`config.mk`:
```
export PLATFORM = sky130hd
export DESIGN_NAME = r88_intctl_flat
export DESIGN_NICKNAME = d
export VERILOG_FILES = /design/src/rtl/r88_intctl_if.sv /design/src/rtl/r88_intctl.sv /design/src/flat_wrapper.sv
export SDC_FILE = /design/constraint.sdc
export NUM_CORES = 1
export LEC_CHECK = 0
export ABC_CLOCK_PERIOD_IN_PS = 5200
export BUFFER_PORTS_ARGS = -buffer_cell sky130_fd_sc_hd__buf_2
export CAP_MARGIN = 20
export CORE_UTILIZATION = 50
export DETAILED_ROUTE_END_ITERATION = 10
export GPL_ROUTABILITY_DRIVEN = 0
export PLACE_DENSITY = 0.8
export SLEW_MARGIN = 15
export SYNTH_ARGS = -nofsm -noshare
export SYNTH_HDL_FRONTEND = slang
export SYNTH_SLANG_ARGS = --single-unit
```
`constraint.sdc`:
```
create_clock -name i_sysClock -period 5.2 [get_ports i_sysClock]
set_clock_uncertainty 0.1 [all_clocks]
set_input_delay 0.78 -clock i_sysClock [delete_from_list [all_inputs] [get_ports i_sysClock]]
set_output_delay 0.78 -clock i_sysClock [all_outputs]
set_load 0.01 [all_outputs]
```
`src/rtl/r88_intctl_if.sv`:
```
// r88_intctl_if: core-side register bus of the Rocket88 interrupt/reset
// controller (address, write data, read/write strobes, read data and the
// drive enable for the board-level extD tristate).
interface r88_intctl_if;
    logic [15:0] extA;
    logic [7:0]  extDIn;
    logic        readMem;
    logic        writeMem;
    logic [7:0]  dataOut;
    logic        dataOe;

    modport master (
        output extA, extDIn, readMem, writeMem,
        input  dataOut, dataOe
    );

    modport slave (
        input  extA, extDIn, readMem, writeMem,
        output dataOut, dataOe
    );
endinterface

```
`src/rtl/r88_intctl.sv`:
```
// r88_intctl: interrupt and reset controller in front of the Rocket88 core.
// Synchronises board reset, NMI and eight interrupt sources, stretches reset,
// masks/prioritises interrupts and exposes an 8-byte register window:
//   +0 PENDING (ro)  +1 MASK (rw)  +2 ACK (wo, w1c)  +3 VECTOR (ro)
//   +4 EDGE (rw only with R88_INTCTL_EDGE_EN)  +5..+7 reserved (read 0)
// Define R88_INTCTL_EDGE_EN to build the per-source edge-latch mode; without
// it every source is level-sensitive and ACK writes are ignored.
module r88_intctl #(
    parameter logic [15:0] BASE_ADDR    = 16'hFF00,
    parameter int          RESET_CYCLES = 16
) (
    input  logic       i_sysClock,
    input  logic       i_resetN,
    input  logic [7:0] i_irqSrc,
    input  logic       i_nmiSrc,
    r88_intctl_if.slave bus,
    output logic       o_resetReq,
    output logic       o_nmiReq,
    output logic       o_irq
);
    localparam logic [7:0] LP_RST_TC = 8'(RESET_CYCLES);

    logic [1:0] r_rst_sync;
    logic [7:0] r_cnt;
    logic [7:0] w_cnt_next;
    logic       r_reset_req;

    logic [7:0] r_irq_s1, r_irq_s2;
    logic       r_nmi_s1, r_nmi_s2, r_nmi_s3;
    logic       r_nmi_edge, r_nmi_req;

    logic [7:0] r_pend, r_mask;
    logic [7:0] w_pend_next;
    logic [7:0] w_act;
    logic [7:0] w_vector;
    logic [7:0] w_rdata;
    logic       r_irq;

    logic       w_hit;
    logic [2:0] w_off;
    logic       w_wr;

    assign w_hit = (bus.extA[15:3] == BASE_ADDR[15:3]);
    assign w_off = bus.extA[2:0];
    // Writes are dropped while the core is still held in reset.
    assign w_wr  = bus.writeMem & w_hit & ~r_reset_req;
    assign w_act = r_pend & r_mask;

    assign w_cnt_next = (r_rst_sync[1] && (r_cnt != LP_RST_TC)) ? r_cnt + 8'd1 : r_cnt;

    // Reset release synchroniser and stretch counter; resetReq drops on terminal count.
    always_ff @(posedge i_sysClock or negedge i_resetN) begin
        if (!i_resetN) begin
            r_rst_sync  <= 2'b00;
            r_cnt       <= 8'd0;
            r_reset_req <= 1'b1;
        end else begin
            r_rst_sync  <= {r_rst_sync[0], 1'b1};
            r_cnt       <= w_cnt_next;
            r_reset_req <= (w_cnt_next != LP_RST_TC);
        end
    end

    // Input synchronisers and NMI edge-to-pulse; the extra stage aligns the pulse with the core.
    always_ff @(posedge i_sysClock or negedge i_resetN) begin
        if (!i_resetN) begin
            r_irq_s1   <= 8'h00;
            r_irq_s2   <= 8'h00;
            r_nmi_s1   <= 1'b0;
            r_nmi_s2   <= 1'b0;
            r_nmi_s3   <= 1'b0;
            r_nmi_edge <= 1'b0;
            r_nmi_req  <= 1'b0;
        end else begin
            r_irq_s1   <= i_irqSrc;
            r_irq_s2   <= r_irq_s1;
            r_nmi_s1   <= i_nmiSrc;
            r_nmi_s2   <= r_nmi_s1;
            r_nmi_s3   <= r_nmi_s2;
            r_nmi_edge <= r_nmi_s2 & ~r_nmi_s3 & ~r_reset_req;
            r_nmi_req  <= r_nmi_edge & ~r_reset_req;
        end
    end

`ifdef R88_INTCTL_EDGE_EN
    logic [7:0] r_irq_s3;
    logic [7:0] r_edge;
    logic [7:0] w_rise;
    logic [7:0] w_ack;

    assign w_rise = r_irq_s2 & ~r_irq_s3;
    assign w_ack  = (w_wr && (w_off == 3'd2)) ? bus.extDIn : 8'h00;
    // Edge bits latch rising edges (set beats ACK clear); level bits track the synchroniser.
    assign w_pend_next = (r_edge & ((r_pend & ~w_ack) | w_rise)) | (~r_edge & r_irq_s2);

    // Edge-detect delay stage and EDGE register.
    always_ff @(posedge i_sysClock or negedge i_resetN) begin
        if (!i_resetN) begin
            r_irq_s3 <= 8'h00;
            r_edge   <= 8'h00;
        end else begin
            r_irq_s3 <= r_irq_s2;
            if (w_wr && (w_off == 3'd4)) begin
                r_edge <= bus.extDIn;
            end
        end
    end
`else
    assign w_pend_next = r_irq_s2;
`endif

    // PENDING, MASK and the registered interrupt request.
    always_ff @(posedge i_sysClock or negedge i_resetN) begin
        if (!i_resetN) begin
            r_pend <= 8'h00;
            r_mask <= 8'h00;
            r_irq  <= 1'b0;
        end else begin
            r_pend <= w_pend_next;
            if (w_wr && (w_off == 3'd1)) begin
                r_mask <= bus.extDIn;
            end
            r_irq <= (|w_act) & ~r_reset_req;
        end
    end

    // Priority encoder: lowest-numbered active source wins, 0x80 when idle.
    always_comb begin
        w_vector = 8'h80;
        for (int k = 7; k >= 0; k--) begin
            if (w_act[k]) begin
                w_vector = {5'b00000, 3'(k)};
            end
        end
    end

    // Register read mux.
    always_comb begin
        w_rdata = 8'h00;
        case (w_off)
            3'd0:    w_rdata = r_pend;
            3'd1:    w_rdata = r_mask;
            3'd3:    w_rdata = w_vector;
`ifdef R88_INTCTL_EDGE_EN
            3'd4:    w_rdata = r_edge;
`endif
            default: w_rdata = 8'h00;
        endcase
    end

    assign bus.dataOut = w_hit ? w_rdata : 8'h00;
    assign bus.dataOe  = bus.readMem & ~bus.writeMem & w_hit;

    assign o_resetReq = r_reset_req;
    assign o_nmiReq   = r_nmi_req;
    assign o_irq      = r_irq;
endmodule

```
`src/flat_wrapper.sv`:
```
// flat-port wrapper written by rule: the top's interface ports become plain ports
module r88_intctl_flat 
#(
    parameter logic [15:0] BASE_ADDR    = 16'hFF00,
    parameter int          RESET_CYCLES = 16
)
  (i_sysClock, i_resetN, i_irqSrc, i_nmiSrc, o_resetReq, o_nmiReq, o_irq, bus_extA, bus_extDIn, bus_readMem, bus_writeMem, bus_dataOut, bus_dataOe);
  r88_intctl_if bus_i ();
  input  logic i_sysClock;
  input  logic i_resetN;
  input  logic [7:0] i_irqSrc;
  input  logic i_nmiSrc;
  output logic o_resetReq;
  output logic o_nmiReq;
  output logic o_irq;
  input wire logic [$bits(bus_i.extA)-1:0] bus_extA;
  input wire logic [$bits(bus_i.extDIn)-1:0] bus_extDIn;
  input wire logic [$bits(bus_i.readMem)-1:0] bus_readMem;
  input wire logic [$bits(bus_i.writeMem)-1:0] bus_writeMem;
  output wire logic [$bits(bus_i.dataOut)-1:0] bus_dataOut;
  output wire logic [$bits(bus_i.dataOe)-1:0] bus_dataOe;
  assign bus_i.extA = bus_extA;
  assign bus_i.extDIn = bus_extDIn;
  assign bus_i.readMem = bus_readMem;
  assign bus_i.writeMem = bus_writeMem;
  assign bus_dataOut = bus_i.dataOut;
  assign bus_dataOe = bus_i.dataOe;
  r88_intctl #(.BASE_ADDR(BASE_ADDR), .RESET_CYCLES(RESET_CYCLES)) u_core (.i_sysClock(i_sysClock), .i_resetN(i_resetN), .i_irqSrc(i_irqSrc), .i_nmiSrc(i_nmiSrc), .bus(bus_i), .o_resetReq(o_resetReq), .o_nmiReq(o_nmiReq), .o_irq(o_irq));
endmodule
```
* Word-level counts from Yosys, hierarchy flattened *
Cells that the tools add are included.

operators by class
  add/sub/neg operators = 1
  multipliers = 0
  divide/modulo/power cells = 0
  $lt $le $gt $ge = 0
  equal/unequal tests = 5
  shifts and indexed selects = 0
  multiplexer cells = 11
  bitwise gates (word level) = 12
  reduce and logical (&&, ||, !) cells = 4

operator list
  operator                                                count
  two-way mux 8 bit                                       10
  one-hot mux 8 bit (3 select lines)                      1
  inequality test 8 x 5 -> 1 bit (second input constant)  2
  == test 13 bit (second input constant)                  1
  adder 8 x 1 -> 8 bit (second input constant)            1
  AND 1 bit                                               8
  AND 8 bit                                               1
  OR reduction 8 bit                                      1
  == test 3 x 1 -> 1 bit (second input constant)          1
  == test 3 x 2 -> 1 bit (second input constant)          1
  logical NOT 3 bit                                       1
  inverter 1 bit                                          3
  logical AND 1 bit                                       2

storage, ports and cells
  bits in registers = 49
  latch bits = 0
  bits in writable memories = 0
  ROM bits = 0
  input port bits = 37
  output and inout bits = 12
  word-level logic and storage cells = 46
  memories = 0

* Longest topological paths before layout *
Gate-level depths: netlist (run 1).

  depth after elaboration = 11
  depth in mapped cells = 7
  depth with buffers taken out = 7

* Worst setup path before layout (run 1) *
Ideal clock, no wire load.

  path type = in2out
  start point = input port bus_extA[4]
  end point = output port bus_dataOut[0]
  arrival = 2.349 ns
  setup slack = 1.971 ns
  stages on the path = 4
  path buffers = 0
  cell sequence = or4_4 -> nor4_4 -> nand2_1 -> a2111oi_0

on the way
  longest elaborated chain between the ends = 2

RTL lines
  element             line                RTL
  start: declaration  flat_wrapper.sv:16  input wire logic [$bits(bus_i.extA)-1:0] bus_extA;
  == test 13 bit      r88_intctl.sv:43    assign w_hit = (bus.extA[15:3] == BASE_ADDR[15:3]);
  two-way mux 8 bit   r88_intctl.sv:151   assign bus.dataOut = w_hit ? w_rdata : 8'h00;
  end: declaration    flat_wrapper.sv:20  output wire logic [$bits(bus_i.dataOut)-1:0] bus_dataOut;

Every way passes these cells.

* Worst setup path after layout (run 1) *
Ends and elaborated chain as after synthesis.

==> metrics.log, run 1 <==
INFO  metric run_status = completed
INFO  metric dp.final_hpwl = 2420 µm
INFO  metric timing.final.max_slew_violations = 0
INFO  metric root_buffer = sky130_fd_sc_hd__clkbuf_8
INFO  metric final_stage_net_count = 242
INFO  metric synth.top_cells.by_area = sky130_fd_sc_hd__dfrtp_1 (62%), sky130_fd_sc_hd__mux2_4 (6.2%), sky130_fd_sc_hd__nor2_1 (3.1%)
INFO  metric fp.dieH = 64.5 µm
INFO  metric synth-seq-cells = 49
INFO  metric synth_most_common_cell = sky130_fd_sc_hd__dfrtp_1
INFO  metric clock_path_buffers = 2
INFO  metric wirelength = 3200 µm
INFO  metric grt_pass1_vias = 1,260
INFO  metric post_cts.repair.setup_buffers = 0
INFO  metric cts_resized = 0
INFO  metric critical_path_peak_fanout = 4
INFO  metric cts-hold-fix-buffers = 0
INFO  metric final_min_period_over_clock_period = 0.639
INFO  metric synth_fp_nets = 188
INFO  metric pin_count_of_the_biggest_net_entering_global_routing = 50
INFO  metric port-buffer-count = 48
INFO  metric endpoint_kind = output port
INFO  metric worst_slew_margin_relative_to_its_limit = 0.490
INFO  metric netlist_area = 1950 µm²
INFO  metric drive_above_1_share = 0.363
INFO  metric core-area = 3720 µm²
INFO  metric synthesis.yosys.warnings = 0
INFO  metric via_count = 1,313
INFO  metric die_w = 64.5 µm
INFO  metric finalHoldViolCount = 0
INFO  metric die_area = 4160 µm²
INFO  metric ant_nets_after_route = 0
INFO  metric dr.pass1.iters = 4
INFO  metric diode_insertion_count_for_antenna_repair = 0
INFO  metric worst-endpoint-required = 4.32 ns
INFO  metric startpoint_type = primary input
INFO  metric numPlacedInstances = 243
INFO  metric sequential_fraction_of_the_synthesis_area = 0.629
INFO  metric cts.sink_count = 49
INFO  metric postPlaceCellArea = 2240 µm²
INFO  metric total_global_routing_track_utilization = 0.183
INFO  metric postSynth.asyncResetShare = 1.00
INFO  metric max_clock_freq = 301 MHz
INFO  metric avgRoutedWirePerCell = 12.7 µm
INFO  metric grt_pass1_wl = 5520 µm
INFO  metric starting_density_of_the_core = 0.525
INFO  metric rsz_0062_raised_after_global_routing = no
INFO  metric detailedRoute.firstIterationViolations = 97
INFO  metric numCtsBuffers = 5
INFO  metric finalSetupViolations = 0
INFO  metric grt_antenna_before_repair = 0
INFO  metric fin_crit = 3.32 ns
INFO  metric layout.cells.non_filler = 252
INFO  metric drc_errors = 0
INFO  metric synthToLayoutAreaGrowth = 20.9%
INFO  metric post_synth_num_cell_types = 38
INFO  metric viasPerCell = 5.21
INFO  metric htree_num_levels = 2
INFO  metric slew_of_the_pin_with_the_lowest_slew_margin = 0.755 ns
INFO  metric top_cell_type_by_total_area_after_synthesis = sky130_fd_sc_hd__dfrtp_1
INFO  metric fillers = 306
INFO  metric synthTopCellsByCount = sky130_fd_sc_hd__dfrtp_1 (48), sky130_fd_sc_hd__nor2_1 (16), sky130_fd_sc_hd__nand2_1 (14)
INFO  metric ios = 49
INFO  metric fin_setup_tns = 0 ns
INFO  metric power.density_cell_area = 343 nW/µm²
INFO  metric tritoncts = yes
INFO  metric drv_cap = 0
INFO  metric clk_latency = 0.31 ns
INFO  metric crit_arrival = 2.44 ns
INFO  metric global_route.overflow_total = 0
INFO  metric leakagePower = 1.17 nW
INFO  metric timing.hold.worst.class = in2async
INFO  metric clk_transition_reported_paths = 0.09 ns
INFO  metric placementRows = 22
INFO  metric finish.instance_area = 2360 µm²
INFO  metric number_of_enable_type_register_cells_in_the_synthesized_netlist = 0
INFO  metric netlist_instances = 149
INFO  metric synthDominantCellAreaShare = 0.615
INFO  metric dominantRegCellSynth = sky130_fd_sc_hd__dfrtp_1
INFO  metric postSynthAreaPerCell = 13.1 µm²
INFO  metric max-vdd-ir-drop = 243 µV
INFO  metric setup.worst_path.class = in2out
## path summary, 6_finish.rpt
| check | start | end | slack [ns] | depth (start not counted) |
|---|---|---|---|---|
| setup reg to reg | u_core.r_cnt[0] | u_core.r_cnt[1] | 3.13 | 5 |
| min in group i_sysClock | u_core.r_irq_s1[1] | u_core.r_irq_s2[1] | 0.25 | 0 |
| hold reg to reg | u_core.r_irq_s1[1] | u_core.r_irq_s2[1] | 0.25 | 0 |
| setup / recovery | bus_extA[4] | bus_dataOut[0] | 1.88 | 6 |
| max in group asynchronous | i_resetN | u_core.r_irq_s2[4] | 4.28 | 2 |
| hold / removal | i_resetN | u_core.o_nmiReq | 0.25 | 1 |
## through the flow
stage	total power, W	hold slack (ns)	utilization	setup slack (ns)
global route	0.000855	0.253	0.635	1.79
global placement	0.000578	0.232	0.602	1.95
detailed placement	0.000586	0.235	0.602	1.86
finish	0.000810	0.251	0.635	1.88
floorplan	0.000537	0.231	-	1.97
CTS	0.000819	0.256	0.630	1.85
## cells by family after synthesis
kind of cell             count (synthesis)  synth area share
flip-flops                              49             0.629
buffers and inverters                    5            0.0135
other                                    1           0.00192
AND/OR/NAND/NOR                         53             0.147
XOR/XNOR                                 8            0.0359
adder cells (fa/ha/maj)                  2            0.0128
AO/OA/AOI/OAI                           15            0.0558
multiplexers                            16             0.104
## routing by layer
layer / up-vias / part of all wire / GRT usage
li1: 628 / - / -
met1: 626 / 0.44 / 0.225
met2: 53 / 0.46 / 0.295
met3: 6 / 0.073 / 0.0616
met4: 0 / 0.019 / 0.0750
met5: - / 0 / 0
## power breakdown
part,switching [W],internal [W]
Clock,0.000131,0.000100
Sequential,0.0000380,0.000420
Combinational,0.0000618,0.0000590
## final cells by class
class,instances,area [µm²],area share
Tap cell,48,60.1,0.0255
Clock inverter,3,33.8,0.0143
Inverter,3,11.3,0.00477
Multi-Input combinational cell,95,698,0.296
Timing Repair Buffer,49,260,0.110
Clock buffer,5,68.8,0.0292
Sequential cell,49,1230,0.520
## sequential cells by signal (all words and copies together) (netlist names)
register / count
u_core.o_irq: 1
u_core.o_nmiReq: 1
u_core.o_resetReq: 1
u_core.r_cnt: 8
u_core.r_irq_s1: 8
u_core.r_irq_s2: 8
u_core.r_mask: 8
u_core.r_nmi_edge: 1
u_core.r_nmi_s1: 1
u_core.r_nmi_s2: 1
u_core.r_nmi_s3: 1
u_core.r_pend: 8
u_core.r_rst_sync: 2
## critical path: stages
cell and delay (ns):
sky130_fd_sc_hd__buf_2 0.10, sky130_fd_sc_hd__or4_4 0.54, sky130_fd_sc_hd__nor4_4 0.32, sky130_fd_sc_hd__nand2_1 0.15, sky130_fd_sc_hd__a2111oi_0 0.35, sky130_fd_sc_hd__buf_2 0.21
## cells in the final DEF, fill, tap and decap left out, types with 4 or more instances in the layout
cell type and n:
sky130_fd_sc_hd__xnor2_1 4, sky130_fd_sc_hd__nand2_1 14, sky130_fd_sc_hd__dfrtp_1 48, sky130_fd_sc_hd__mux2_4 8, sky130_fd_sc_hd__nand3_1 7, sky130_fd_sc_hd__xor2_1 4, sky130_fd_sc_hd__nand4_1 4, sky130_fd_sc_hd__clkbuf_8 5
sky130_fd_sc_hd__mux2i_1 5, sky130_fd_sc_hd__buf_2 48, sky130_fd_sc_hd__nor2_1 16
No activity file was read; power rests on OpenSTA's default activity.
==> run 2, diff against run 1 <==
--- a/config.mk
+++ b/config.mk
@@ -5,7 +5,7 @@
 export SDC_FILE = /design/constraint.sdc
 export NUM_CORES = 1
 export LEC_CHECK = 0
-export ABC_CLOCK_PERIOD_IN_PS = 5200
+export ABC_CLOCK_PERIOD_IN_PS = 3400
 export BUFFER_PORTS_ARGS = -buffer_cell sky130_fd_sc_hd__buf_2
 export CAP_MARGIN = 20
 export CORE_UTILIZATION = 50
==> constraint.sdc (replaced) <==
create_clock -name i_sysClock -period 3.4 [get_ports i_sysClock]
set_clock_uncertainty 0.1 [all_clocks]
set_input_delay 0.51 -clock i_sysClock [delete_from_list [all_inputs] [get_ports i_sysClock]]
set_output_delay 0.51 -clock i_sysClock [all_outputs]
set_load 0.01 [all_outputs]
==> run 2 against run 1 <==
Net effect: count of clock-buffer cells in the layout is the same; utilization grew 0.27 points; largest power group unchanged; via count shrank 0.99%; sequential power grew 53%; largest cell class unchanged; clock power grew 55%; highest routed layer unchanged; register-to-register slack lost 1.8 ns; power grew 53%; design area grew 0.42%; critical path depth is the same; hold slack lost 0.051 ns; cell count grew 0.40%.
==> metrics.log, run 2 (synthesized netlist as in run 1, its figures left out) <==
INFO  metric finalSetupViolations = 0
INFO  metric crit_cells = 6
INFO  metric crit_path_top_delay_cell = sky130_fd_sc_hd__or4_4
INFO  metric met3RoutedLength = 234 µm
INFO  metric worst_setup_slack_after_placement = 0.578 ns
INFO  metric ios = 49
INFO  metric fin_setup_tns = 0 ns
INFO  metric endpoint_kind = output port
INFO  metric grt_pass1_vias = 1,211
INFO  metric starting_density_of_the_core = 0.525
INFO  metric core-area = 3720 µm²
INFO  metric setup.reg_to_reg.worst_slack = 1.30 ns
INFO  metric final_cell_mix = sky130_fd_sc_hd__buf_2 (48), sky130_fd_sc_hd__dfrtp_1 (48), sky130_fd_sc_hd__nor2_1 (16), sky130_fd_sc_hd__nand2_1 (14), sky130_fd_sc_hd__mux2_4 (8)
INFO  metric power.density_cell_area = 523 nW/µm²
INFO  metric run_status = completed
INFO  metric final_stage_net_count = 243
INFO  metric global_route.overflow_total = 0
INFO  metric hold_path_depth = 1
INFO  metric finish.instance_area = 2370 µm²
INFO  metric wirelength = 3270 µm
INFO  metric drc_errors = 0
INFO  metric via_count = 1,300
INFO  metric numCtsBuffers = 5
INFO  metric max_clock_freq = 360 MHz
INFO  metric pin_count_of_the_biggest_net_entering_global_routing = 50
INFO  metric timing.hold.worst.class = in2reg
INFO  metric cp_num_buf_inv = 2
INFO  metric detailedRoute.firstIterationViolations = 82
INFO  metric postPlaceCellArea = 2240 µm²
INFO  metric tritoncts = yes
INFO  metric diode_insertion_count_for_antenna_repair = 0
INFO  metric worstReg2RegStart = u_core.r_cnt[0]
INFO  metric hold_path.startpoint = i_irqSrc[4]
INFO  metric postLayoutCoreUtil = 0.638
INFO  metric grt_pass1_wl = 5470 µm
INFO  metric drive_above_1_share = 0.361
INFO  metric worst_slew_margin_relative_to_its_limit = 0.449
INFO  metric grt_antenna_before_repair = 0
INFO  metric worst-endpoint-required = 2.79 ns
INFO  metric ff_latch_area = 1230 µm²
INFO  metric port-buffer-count = 48
INFO  metric synthToLayoutAreaGrowth = 21.4%
INFO  metric leakagePower = 1.18 nW
INFO  metric fillers = 301
INFO  metric critical_path_peak_fanout = 4
INFO  metric hold_path_endpoint = u_core.r_irq_s1[4]
INFO  metric final_min_period_over_clock_period = 0.817
INFO  metric drv_cap = 0
INFO  metric critPathTopFamily = simple AND/OR/NAND/NOR gates
INFO  metric worst_slack = 0.622 ns
INFO  metric ff2ff_path_depth = 5
INFO  metric max-vdd-ir-drop = 362 µV
INFO  metric viasPerCell = 5.14
INFO  metric die_area = 4160 µm²
INFO  metric dp.final_hpwl = 2370 µm
INFO  metric total_global_routing_track_utilization = 0.178
INFO  metric routedLengthMet1 = 1500 µm
INFO  metric rr_endpoint = u_core.r_cnt[1]
INFO  metric met2RoutedLength = 1490 µm
INFO  metric ant_nets_after_route = 0
INFO  metric cts.sink_count = 49
INFO  metric root_buffer = sky130_fd_sc_hd__clkbuf_8
INFO  metric rsz_0062_raised_after_global_routing = no
INFO  metric die_w = 64.5 µm
INFO  metric clk_transition_reported_paths = 0.10 ns
INFO  metric placementRows = 22
INFO  metric setup.worst_path.class = in2out
INFO  metric finalHoldViolCount = 0
INFO  metric avgRoutedWirePerCell = 12.9 µm
INFO  metric dr.pass1.iters = 4
INFO  metric area_of_the_multi_input_gates = 698 µm²
INFO  metric timing.critical_path.cells = buf_2 -> or4_4 -> nor4_4 -> nand2_1 -> a2111oi_0 -> buf_2
INFO  metric fin_crit = 2.78 ns
INFO  metric startpoint_type = primary input
INFO  metric cpPeakStageDelay = 0.53 ns
INFO  metric clock_path_buffers = 2
INFO  metric fp.dieH = 64.5 µm
INFO  metric route.top_layer_used = met4
INFO  metric crit_arrival = 2.17 ns
INFO  metric timing.final.max_slew_violations = 0
INFO  metric critical_path.most_common_cell = sky130_fd_sc_hd__buf_2
INFO  metric slew_of_the_pin_with_the_lowest_slew_margin = 0.815 ns
INFO  metric clk_latency = 0.31 ns
INFO  metric htree_num_levels = 2
## run 2: cell count changes in the layout (fill, tap and decap cells not counted)
| cell | delta |
|---|---|
| sky130_fd_sc_hd__dlygate4sd3_1 | +1 |
## run 2: area by class of cell
| type | instances | area share |
|---|---|---|
| Clock buffer | 5 | 0.0290 |
| Sequential cell | 49 | 0.518 |
| Multi-Input combinational cell | 95 | 0.295 |
| Clock inverter | 3 | 0.0143 |
| Tap cell | 48 | 0.0253 |
| Timing Repair Buffer | 50 | 0.114 |
| Inverter | 3 | 0.00475 |
## run 2: worst max path at each step
| stage | from | to | slack, ns |
|---|---|---|---|
| 3_5_place_dp | bus_extA[4] | u_core.r_mask[6] | 0.58 |
| 6_report | bus_extA[4] | bus_dataOut[0] | 0.62 |
| 3_3_place_gp | bus_extA[4] | u_core.r_mask[4] | 0.61 |
| 2_1_floorplan | bus_extA[4] | bus_dataOut[0] | 0.71 |
| 4_1_cts | bus_extA[4] | bus_dataOut[0] | 0.60 |
| 5_1_grt | bus_extA[4] | bus_dataOut[0] | 0.49 |
## run 2: timing repair
| action | in CTS | in global routing |
|---|---|---|
| setup endpoints to repair | 0 | 0 |
| buffers inserted | 0 | 0 |
| hold buffers | 0 | 1 |
| hold endpoints to repair | 0 | 9 |
| resized for setup | 0 | 0 |
## run 2: metal layers
metal  GRT usage  vias up
met1       0.238      611
met4      0.0750        0
li1            -      634
met5           0        -
met2       0.266       49
met3      0.0581        6
## run 2: through the flow
step	std cells	total power (W)	hold slack, ns
global placement	243	0.000885	0.232
floorplan	149	0.000822	0.114
finish	253	0.00124	0.200
detailed placement	243	0.000891	0.235
CTS	251	0.00125	0.191
global route	253	0.00131	0.183
## run 2: worst register-to-register path, delay by kind of cell (launching register included)
family | cells | cell delay (ns)
buf+inv | 1 | 0.11
compound gates | 1 | 0.68
fa+ha+maj | 1 | 0.15
flops | 1 | 0.43
mux | 1 | 0.41
simple gates | 1 | 0.11
## run 2: report_power, final
part	switching [W]	total (W)	leakage [nW]	internal, W
clock network	0.000204	0.000357	0.0511	0.000153
registers	0.0000570	0.000699	0.602	0.000642
logic	0.0000931	0.000184	0.524	0.0000911
